==> config.mk <==
export PLATFORM = sky130hd
export DESIGN_NAME = teclado_atm
export DESIGN_NICKNAME = d
export VERILOG_FILES = /design/src/rtl/teclado_atm.sv
export SDC_FILE = /design/constraint.sdc
export NUM_CORES = 1
export LEC_CHECK = 0
export ABC_CLOCK_PERIOD_IN_PS = 4600
export BUFFER_PORTS_ARGS = -buffer_cell sky130_fd_sc_hd__buf_2
export CAP_MARGIN = 20
export CORE_AREA = 2 2 174 142
export DETAILED_ROUTE_END_ITERATION = 8
export DIE_AREA = 0 0 176 144
export PLACE_DENSITY = 0.52
export REMOVE_ABC_BUFFERS = 1
export SLEW_MARGIN = 25
export SYNTH_ARGS = -nofsm -noshare
export SYNTH_HDL_FRONTEND = slang
export SYNTH_SLANG_ARGS = --single-unit
==> constraint.sdc <==
create_clock -name clk -period 4.6 [get_ports clk]
set_input_delay 0.23 -clock clk [delete_from_list [all_inputs] [get_ports clk]]
set_output_delay 0.23 -clock clk [all_outputs]
set_load 0.02 [all_outputs]
==> src/rtl/teclado_atm.sv <==
// Keypad front-end: synchronizes and debounces raw key presses, then forwards
// PIN digits one at a time or assembles a decimal amount for the ATM controller.
module teclado_atm #(
  parameter int DEBOUNCE_CICLOS = 4,
  parameter int MAX_DIGITOS     = 9
) (
  input  logic        clk,
  input  logic        rst,
  input  logic        TECLA_VALIDA,
  input  logic [3:0]  TECLA,
  input  logic        MODO_MONTO,
  output logic [3:0]  DIGITO,
  output logic        DIGITO_STB,
  output logic [31:0] MONTO,
  output logic        MONTO_STB,
  output logic        DESBORDE
);

  localparam int CW = $clog2(DEBOUNCE_CICLOS + 1);
  localparam int DW = $clog2(MAX_DIGITOS + 1);

  localparam logic [3:0] BORRAR = 4'hA;
  localparam logic [3:0] ENTER  = 4'hB;

  typedef enum logic [1:0] {REPOSO, FILTRO_PRES, PRESIONADA, FILTRO_LIB} estado_t;

  logic [1:0]    v_sync;
  logic [3:0]    t_sync;
  logic [3:0]    t_s;
  logic          v_s;
  estado_t       estado;
  logic [CW-1:0] cnt;
  logic [CW-1:0] cnt_inc;
  logic [3:0]    code;
  logic          ev;

  logic          modo_q;
  logic [31:0]   acc;
  logic [DW-1:0] dcnt;
  logic [31:0]   acc_base;
  logic [DW-1:0] dcnt_base;
  logic [31:0]   acc_x10;

  assign v_s     = v_sync[1];
  assign cnt_inc = cnt + CW'(1);

  // NOTE: every register, synchronizers included, resets asynchronously so a
  // reset mid-press restarts filtering cleanly from REPOSO.
  always_ff @(posedge clk or negedge rst) begin
    if (!rst) begin
      v_sync <= '0;
      t_sync <= '0;
      t_s    <= '0;
    end else begin
      // NOTE: sequential state uses non-blocking assignments so each flop
      // samples the pre-edge value of the previous stage.
      v_sync <= {v_sync[0], TECLA_VALIDA};
      t_sync <= TECLA;
      t_s    <= t_sync;
    end
  end

  always_ff @(posedge clk or negedge rst) begin
    if (!rst) begin
      estado <= REPOSO;
      cnt    <= '0;
      code   <= '0;
      ev     <= 1'b0;
    end else begin
      ev <= 1'b0;
      case (estado)
        REPOSO: if (v_s) begin
          code <= t_s;
          cnt  <= CW'(1);
          if (DEBOUNCE_CICLOS <= 1) begin
            ev     <= 1'b1;
            estado <= PRESIONADA;
          end else begin
            estado <= FILTRO_PRES;
          end
        end
        FILTRO_PRES: begin
          if (!v_s) begin
            estado <= REPOSO;
          end else if (t_s != code) begin
            code <= t_s;
            cnt  <= CW'(1);
          end else if (cnt_inc >= CW'(DEBOUNCE_CICLOS)) begin
            ev     <= 1'b1;
            estado <= PRESIONADA;
          end else begin
            cnt <= cnt_inc;
          end
        end
        PRESIONADA: if (!v_s) begin
          cnt    <= CW'(1);
          estado <= FILTRO_LIB;
        end
        FILTRO_LIB: begin
          if (v_s) begin
            estado <= PRESIONADA;
          end else if (cnt_inc >= CW'(DEBOUNCE_CICLOS)) begin
            estado <= REPOSO;
          end else begin
            cnt <= cnt_inc;
          end
        end
        default: estado <= REPOSO;
      endcase
    end
  end

  // A mode change discards any partial amount before the same-cycle event is applied.
  always_comb begin
    acc_base  = (MODO_MONTO != modo_q) ? '0 : acc;
    dcnt_base = (MODO_MONTO != modo_q) ? '0 : dcnt;
    acc_x10   = (acc_base << 3) + (acc_base << 1) + {28'd0, code};
  end

  always_ff @(posedge clk or negedge rst) begin
    if (!rst) begin
      modo_q     <= 1'b0;
      acc        <= '0;
      dcnt       <= '0;
      DIGITO     <= '0;
      DIGITO_STB <= 1'b0;
      MONTO      <= '0;
      MONTO_STB  <= 1'b0;
      DESBORDE   <= 1'b0;
    end else begin
      modo_q     <= MODO_MONTO;
      acc        <= acc_base;
      dcnt       <= dcnt_base;
      DIGITO_STB <= 1'b0;
      MONTO_STB  <= 1'b0;
      DESBORDE   <= 1'b0;
      if (ev) begin
        if (!MODO_MONTO) begin
          if (code <= 4'd9) begin
            DIGITO     <= code;
            DIGITO_STB <= 1'b1;
          end
        end else if (code <= 4'd9) begin
          if (dcnt_base < DW'(MAX_DIGITOS)) begin
            acc  <= acc_x10;
            dcnt <= dcnt_base + DW'(1);
          end else begin
            DESBORDE <= 1'b1;
          end
        end else if (code == BORRAR) begin
          acc  <= '0;
          dcnt <= '0;
        end else if (code == ENTER && dcnt_base != '0) begin
          MONTO     <= acc_base;
          MONTO_STB <= 1'b1;
          acc       <= '0;
          dcnt      <= '0;
        end
      end
    end
  end

endmodule

# == Yosys cells after proc, flatten, opt, wreduce, memory -nomap -nowiden ==
# Cells that the tools add are included.
# word_totals
output_inout_bits,39
ff_bits,96
elab_cells,98
inputBits,8
# op_classes
order_cmp,3
muxes,49
addsub,4
n_reduce_logical,9
n_bitwise,3
n_eq_ne,15
# ops
operator,count
two-way mux 32 bit,7
two-way mux 4 bit,10
adder 32 bit,1
adder 32 x 4 -> 32 bit,1
two-way mux 3 bit,6
two-way mux 1 bit,16
two-way mux 2 bit,7
case mux 3 bit (4 select lines),1
"inequality test 2 bit, second input constant",5
AND reduction 5 bit,2
"inequality test 3 bit, second input constant",3
"== test 4 bit, second input constant",2
case mux 2 bit (4 select lines),1
case mux 4 bit (2 select lines),1
AND reduction 4 bit,2
"adder 4 x 1 -> 4 bit, second input constant",1
"== test 2 bit, second input constant",2
"<= comparator 4 bit, second input constant",1
"less-than comparator 4 bit, second input constant",1
inequality test 4 bit,1
nonzero test 4 bit,1
"adder 3 x 1 -> 3 bit, second input constant",1
">= comparator 3 bit, second input constant",1
inverter 1 bit,3
other kinds (6),6

# == Depth between registers and ports, before layout ==
# Gate-level depths: netlist (run 1).
# depth
depth_word,9
mapped_depth,15
depth_no_buf,14

# == Least setup slack after synthesis (run 1) ==
# No wires, ideal clock.
# synth_timing
kind,reg2reg
start,reg modo_q
end,reg acc[29]
setup_time_ps,133
period_less_slack_ps,3316
stages_incl_launch_ff,15
path_buffers,3
required_time_ps,4467
arrival_time_ps,3183
path_slack_ps,1284
cell_sequence,dfrtp_1 xnor2_1 buf_2 clkbuf_1 and2_1 ha_1 ha_1 buf_2 a21o_1 a21o_1 a21oi_1 nor2b_1 o41ai_1 mux2i_1 nand4_1
# synth_via
elab_cells_between_ends,14
cone_classes,add/sub: 2; order compare: 1; eq/ne: 1; mux: 8; reduce/logical: 2
# synth_lines
item,line_no,rtl
from (decl),37,logic modo_q;
from (signal assigned),122,modo_q <= 1'b0;
from (signal assigned),131,modo_q <= MODO_MONTO;
inequality test 1 bit,115,acc_base = (MODO_MONTO != modo_q) ? '0 : acc;
two-way mux 32 bit,115,
net acc_base[19],40,logic [31:0] acc_base;
adder 32 bit,117,"acc_x10 = (acc_base << 3) + (acc_base << 1) + {28'd0, code};"
adder 32 x 4 -> 32 bit,117,
two-way mux 32 bit,144,if (dcnt_base < DW'(MAX_DIGITOS)) begin
two-way mux 32 bit,143,end else if (code <= 4'd9) begin
two-way mux 32 bit,138,if (!MODO_MONTO) begin
two-way mux 32 bit,137,if (ev) begin
to (signal assigned),132,acc <= acc_base;
to (decl),38,logic [31:0] acc;
# The timed path passes the listed nets, and every way through them passes these cells.
# A chain may end at the register's enable or synchronous reset.

# == Worst setup path after layout (run 1) ==
# layout_timing
start,reg modo_q
end,reg acc[26]
# Same word-level chain as after synthesis.

==> results.toml, run 1 <==
[clock_network]
clk_latency_ns = 0.36
cts.clk_slew.worst_paths_ns = 0.07
root_buffer = "clkbuf_16"
clock_path_buffers = 2
cts_tree = "yes"
cts_resized = 0
cts_made_buffers = 9
htree_levels = 3
hold_buffers = 6
clock-sinks = 96
post-cts-setup-buffers = 0

[layout]
layout-drive-gt1-share_pct = 13.0
num-fill-cells = 2552
n_antenna_cell = 0
syn_to_final_growth_pct = 15.6
multi_input_area_sq_um = 3200
layout.nets = 734
final_cell_mix = "dfrtp_1, nand2_1, ha_1"
final-seq-area_sq_um = 2400
layout_commonest_cell = "dfrtp_1"

[floorplanning]
die_h_um = 144
core_area_sq_um = 23800
rows = 51
start_util_pct = 24.5
dieArea_sq_um = 25300
die_x_um = 176
io_pins = 47

[sta]
period_needed_ns = 4.05
worst_slew_pin_slew_ns = 0.922
relSlewSlack_pct = 38.3
setup_violations = 0
rsz0062_at_grt = "false"
timing.fmax_mhz = 247
tns_ns = 0
skew_ns = 0.00953
finalCritPeriodShare_pct = 88.1
maxSlewViolCount = 0
final-hold-violation-count = 0

[power]
vdd_drop_max_mv = 0.160
power_density_nw_per_um2 = 272
p_total_mw = 1.84
leakage_nw = 3.50

[yosys]
synth_top_area_share_pct = 41.2
synth.top_cells.by_area = "dfrtp_1, ha_1, nand2_1"
synth_edf_count = 0
synth_simple_gate_area_share_pct = 16.6
synth_area_sq_um = 5830
synth_top_family_by_area = "simple AND/OR/NAND/NOR gates"
yosysWarnings = 0
yosysUniqueCellTypes = 61
synthAdderAreaFrac_pct = 13.8
synthXorXnorAreaFrac_pct = 4.35
synth-seq-area-share_pct = 41.2
avgSynthCellArea_sq_um = 9.44
synth_mux_area_share_pct = 3.62
synth_compound_area_share_pct = 16.3
synth_ff_type = "dfrtp_1"
synth-seq-cells = 96
ys_async_sr_fraction_pct = 100
synthCells = 618
yosysTopAreaCell = "dfrtp_1"

[placement]
hpwl_um = 10300
portBuffers = 46
routabilityCongestion = 0.818

[min_path]
hp-class = "in -> reg"

[grt]
grt_max_degree = 58
overflow = 0
grt_pass1_vias = 4550
grtUsageTotal_pct = 11.7
antenna_found_initial = 0
grt_pass1_wl_um = 23800

[route]
drcViolationCount = 0
detail-route-antenna-nets = 0
drtPass1Iterations = 4
vias_per_cell = 4.63
vias = 4563
wl_um = 13900
drt_iter0_markers = 282
wl_per_cell_um = 14.1

[worst_setup_path]
crit_path_max_incr_delay_ns = 0.59
worstSetupPathType = "reg -> reg"
critical_path.top_delay_family = "compound AO/OA/AOI/OAI gates"
ff2ff_setup_slack_ns = 0.55
cp.arrival_ns = 4.24
end_kind = "register"
crit_cells = 15
setup.worst_path.start_class = "register"
timing.critical_path.buf_inv = 3
reg2reg_depth = 15
r2r-end = "acc[26]"
crit_path_cell_trace = "xnor2_2, buf_4, nand2_1, inv_1, ha_1, ha_1, inv_1, fa_1, nor2b_1, o211ai_1, a211oi_1, o21ai_0, a21oi_1, mux2i_1, o311ai_0"
endpoint = "acc[26]"
cp-startpoint = "modo_q"
cp_max_fo = 15
crit_slowest_cell = "xnor2_2"
reg2reg_from = "modo_q"
cp.required_ns = 4.79

[job]
maxCapViolations = 0

[outcome]
status = "completed"
worst reg2reg max path, delay by kind of cell (launching register included):
kind / cells / cell delay, ns
AOI/OAI and AO/OA: 5 / 1.17
xor gates and xnor gates: 1 / 0.59
adders and majority gates: 3 / 0.70
DFF: 1 / 0.40
and+or+nand+nor: 2 / 0.30
muxes: 1 / 0.20
buffers and inverters: 3 / 0.54
worst min path at each step:
stage                 to        from  cells past startpoint
6_report          modo_q  MODO_MONTO                      1
5_1_grt           modo_q  MODO_MONTO                      1
4_1_cts           modo_q  MODO_MONTO                      1
3_5_place_dp      t_s[1]   t_sync[1]                      0
3_3_place_gp   v_sync[1]   v_sync[0]                      0
2_1_floorplan   DESBORDE         rst                      0
cell families (layout without fill, tap and decap cells):
logic type,after synthesis,in the layout
flops,96,96
fa+ha+maj,63,63
xor+xnor,29,29
simple gates,204,204
compound gates,152,152
mux,19,19
buf+inv,55,105
power by group:
group	total (mW)	switching, mW	internal [mW]
sequential	0.913	0.0391	0.874
clock	0.766	0.382	0.384
combinational	0.157	0.0970	0.0597
total	1.84	0.518	1.32
synth_stat cells, types with 9 or more instances:
| library cell | count |
|---|---|
| inv_1 | 31 |
| dfrtp_1 | 96 |
| nand4_1 | 9 |
| ha_1 | 61 |
| a21oi_1 | 36 |
| and2_1 | 18 |
| o21ai_0 | 44 |
| xor2_1 | 16 |
| a21o_1 | 15 |
| mux2_2 | 10 |
| nor2_1 | 23 |
| xnor2_1 | 13 |
| o22ai_1 | 14 |
| nand3_1 | 17 |
| clkbuf_1 | 12 |
| nand2_1 | 95 |
through the flow:
step / instances / utilization, % / instance area [sq um] / worst slack (ns) / hold WS [ns]
after floorplan: 595 / - / 5720 / 0.157 / -0.0656
after global placement: 964 / 26.9 / 6390 / 0.502 / 0.332
after detailed placement: 964 / 26.9 / 6390 / 0.491 / 0.335
after CTS: 986 / 28.3 / 6750 / 0.488 / 0.0323
after global routing: 986 / 28.3 / 6750 / 0.167 / 0.0375
final: 986 / 28.3 / 6750 / 0.546 / 0.0518
state kept, by name, summed over array words and instances, names as in the netlist, named ones only:
name and flops:
modo_q 1, v_sync 2, t_s 4, dcnt 4, estado 1, cnt 3, MONTO 32, DIGITO 4
DIGITO_STB 1, t_sync 4, acc 32, DESBORDE 1, code 4, ev 1, MONTO_STB 1
final cells by class:
cell class / instances / share of cell area, %
Tap cell: 318 / 5.90
Multi-Input combinational cell: 467 / 47.4
Inverter: 32 / 1.85
Timing Repair Buffer: 57 / 4.90
Clock buffer: 9 / 3.34
Sequential cell: 96 / 35.6
Clock inverter: 7 / 0.983
routing by layer:
metal / wire length, um / up-vias / GRT usage [%]
met2: 5680 / 89 / 17.1
met5: 0 / - / 0
met3: 729 / 9 / 2.94
li1: - / 2290 / -
met1: 7360 / 2175 / 17.3
met4: 132 / 0 / 2.87
Note: power is estimated with default switching activity, not from simulation.
==> inputs of run 2 (changes only) <==
- PLACE_DENSITY: 0.52 -> 0.49
==> run 2 against run 1 <==
Effect of this change:
- sequential power is essentially flat
- largest cell class unchanged
- clock power is 1% higher
- worst hold slack improved by 0.010 ns
- design area up 0.41%
- critical path type unchanged
- critical path depth is 4 lower
- combinational power about the same
- total power up 0.69%
- setup slack gained 0.12 ns
- largest power group unchanged
==> results.toml, run 2 (synthesis gave the netlist of run 1 again) <==
[outcome]
status = "completed"

[sta]
period_needed_ns = 3.94
whs_ns = 0.0621
relSlewSlack_pct = 43.2
rsz0062_at_grt = "false"
finalCritPeriodShare_pct = 85.6
maxSlewViolCount = 0
final-hold-violation-count = 0
worst_slew_pin_slew_ns = 0.850
skew_ns = 0.0108
timing.fmax_mhz = 254
tns_ns = 0
setup_violations = 0

[grt]
grtUsageTotal_pct = 11.7
grt_pass1_wl_um = 23600
grt_max_degree = 63
grt_pass1_vias = 4492
antenna_found_initial = 0
overflow = 0

[worst_setup_path]
setup.worst_path.start_class = "register"
cp_max_fo = 11
cp.arrival_ns = 4.13
r2r-end = "acc[26]"
reg2reg_depth = 11
worstSetupPathType = "reg -> reg"
ff2ff_setup_slack_ns = 0.66
cp.required_ns = 4.79
cp-startpoint = "modo_q"
reg2reg_from = "modo_q"
end_kind = "register"

[layout]
n_antenna_cell = 0
layout_commonest_cell = "dfrtp_1"
final_cell_mix = "dfrtp_1, nand2_1, ha_1"
layout.nets = 734
top_regs = "MONTO (32), acc (32)"
layout-drive-gt1-share_pct = 13.0
final_cells = 986
syn_to_final_growth_pct = 16.1
num-fill-cells = 2499

[route]
drtPass1Iterations = 5
detail-route-antenna-nets = 0
drt_iter0_markers = 298
wl_per_cell_um = 14.2
vias = 4499
wl_um = 14000
drcViolationCount = 0
vias_per_cell = 4.56

[clock_network]
htree_levels = 3
cts.clk_slew.worst_paths_ns = 0.08
post-cts-setup-buffers = 0
clk_latency_ns = 0.36
clock_path_buffers = 2
cts_tree = "yes"
root_buffer = "clkbuf_16"
cts_made_buffers = 9
cts_resized = 0
clock-sinks = 96

[floorplanning]
io_pins = 47
core_area_sq_um = 23800
rows = 51
die_h_um = 144
start_util_pct = 24.5
die_x_um = 176
dieArea_sq_um = 25300

[placement]
post-place-cells = 964
hpwl_um = 10500
routabilityCongestion = 0.818
portBuffers = 46

[power]
leakage_nw = 3.51
power_density_nw_per_um2 = 273
vdd_drop_max_mv = 0.144

[min_path]
hp-class = "in -> reg"
min_from = "MODO_MONTO"
whs_path_depth = 1
whs_endpoint = "modo_q"

[job]
maxCapViolations = 0
## run 2: cell count changes in the layout (fill, tap and decap cells not counted), sizes merged
cell	change
clkinv	+1
inv	-1
## run 2: where the power goes
part / internal, mW / switching, mW / total [mW]
registers: 0.874 / 0.0405 / 0.915
clock network: 0.390 / 0.385 / 0.775
logic: 0.0621 / 0.0973 / 0.159
## run 2: how the worst max path moves through the flow
stage / endpoint / slack, ns
6_report: acc[26] / 0.66
5_1_grt: acc[31] / 0.26
4_1_cts: acc[26] / 0.62
3_5_place_dp: acc[26] / 0.63
3_3_place_gp: acc[26] / 0.72
2_1_floorplan: acc[31] / 0.16
## run 2: what timing repair did
item                                    CTS  global route
hold buffers                              6             0
hold endpoints to repair                 31             0
endpoints found under the setup margin    0             0
## run 2: cell type report
type	count	area [sq um]	area share (%)
Sequential cell	96	2400	35.5
Inverter	32	125	1.85
Timing Repair Buffer	57	343	5.06
Clock inverter	7	81.3	1.20
Tap cell	318	398	5.87
Clock buffer	9	225	3.32
Multi-Input combinational cell	467	3200	47.2
## run 2: layer usage
metal	global-route usage (%)	vias up	share of wire (%)
met5	0	-	0
met2	17.6	78	41
met4	2.74	0	0.84
met3	2.76	10	4.6
met1	17.0	2121	54
li1	-	2290	-
## run 2: metrics by stage
| step | util (%) | area (sq um) | worst slack [ns] | power [mW] |
|---|---|---|---|---|
| global route | 28.5 | 6770 | 0.256 | 1.94 |
| global placement | 26.9 | 6410 | 0.715 | 1.09 |
| floorplan | - | 5720 | 0.157 | 1.02 |
| finish | 28.5 | 6770 | 0.662 | 1.85 |
| detailed placement | 26.9 | 6410 | 0.627 | 1.09 |
| CTS | 28.5 | 6770 | 0.616 | 1.88 |
## run 2: worst max-delay path: stages, from the launching register on
cell and delay (ns):
dfrtp_1 0.40, xnor2_2 0.56, nand2_1 0.26, fa_1 0.56
fa_1 0.48, nor2b_1 0.15, o211ai_1 0.14, a211oi_1 0.34
o21ai_0 0.22, a21oi_1 0.28, mux2i_1 0.22, o311ai_0 0.15
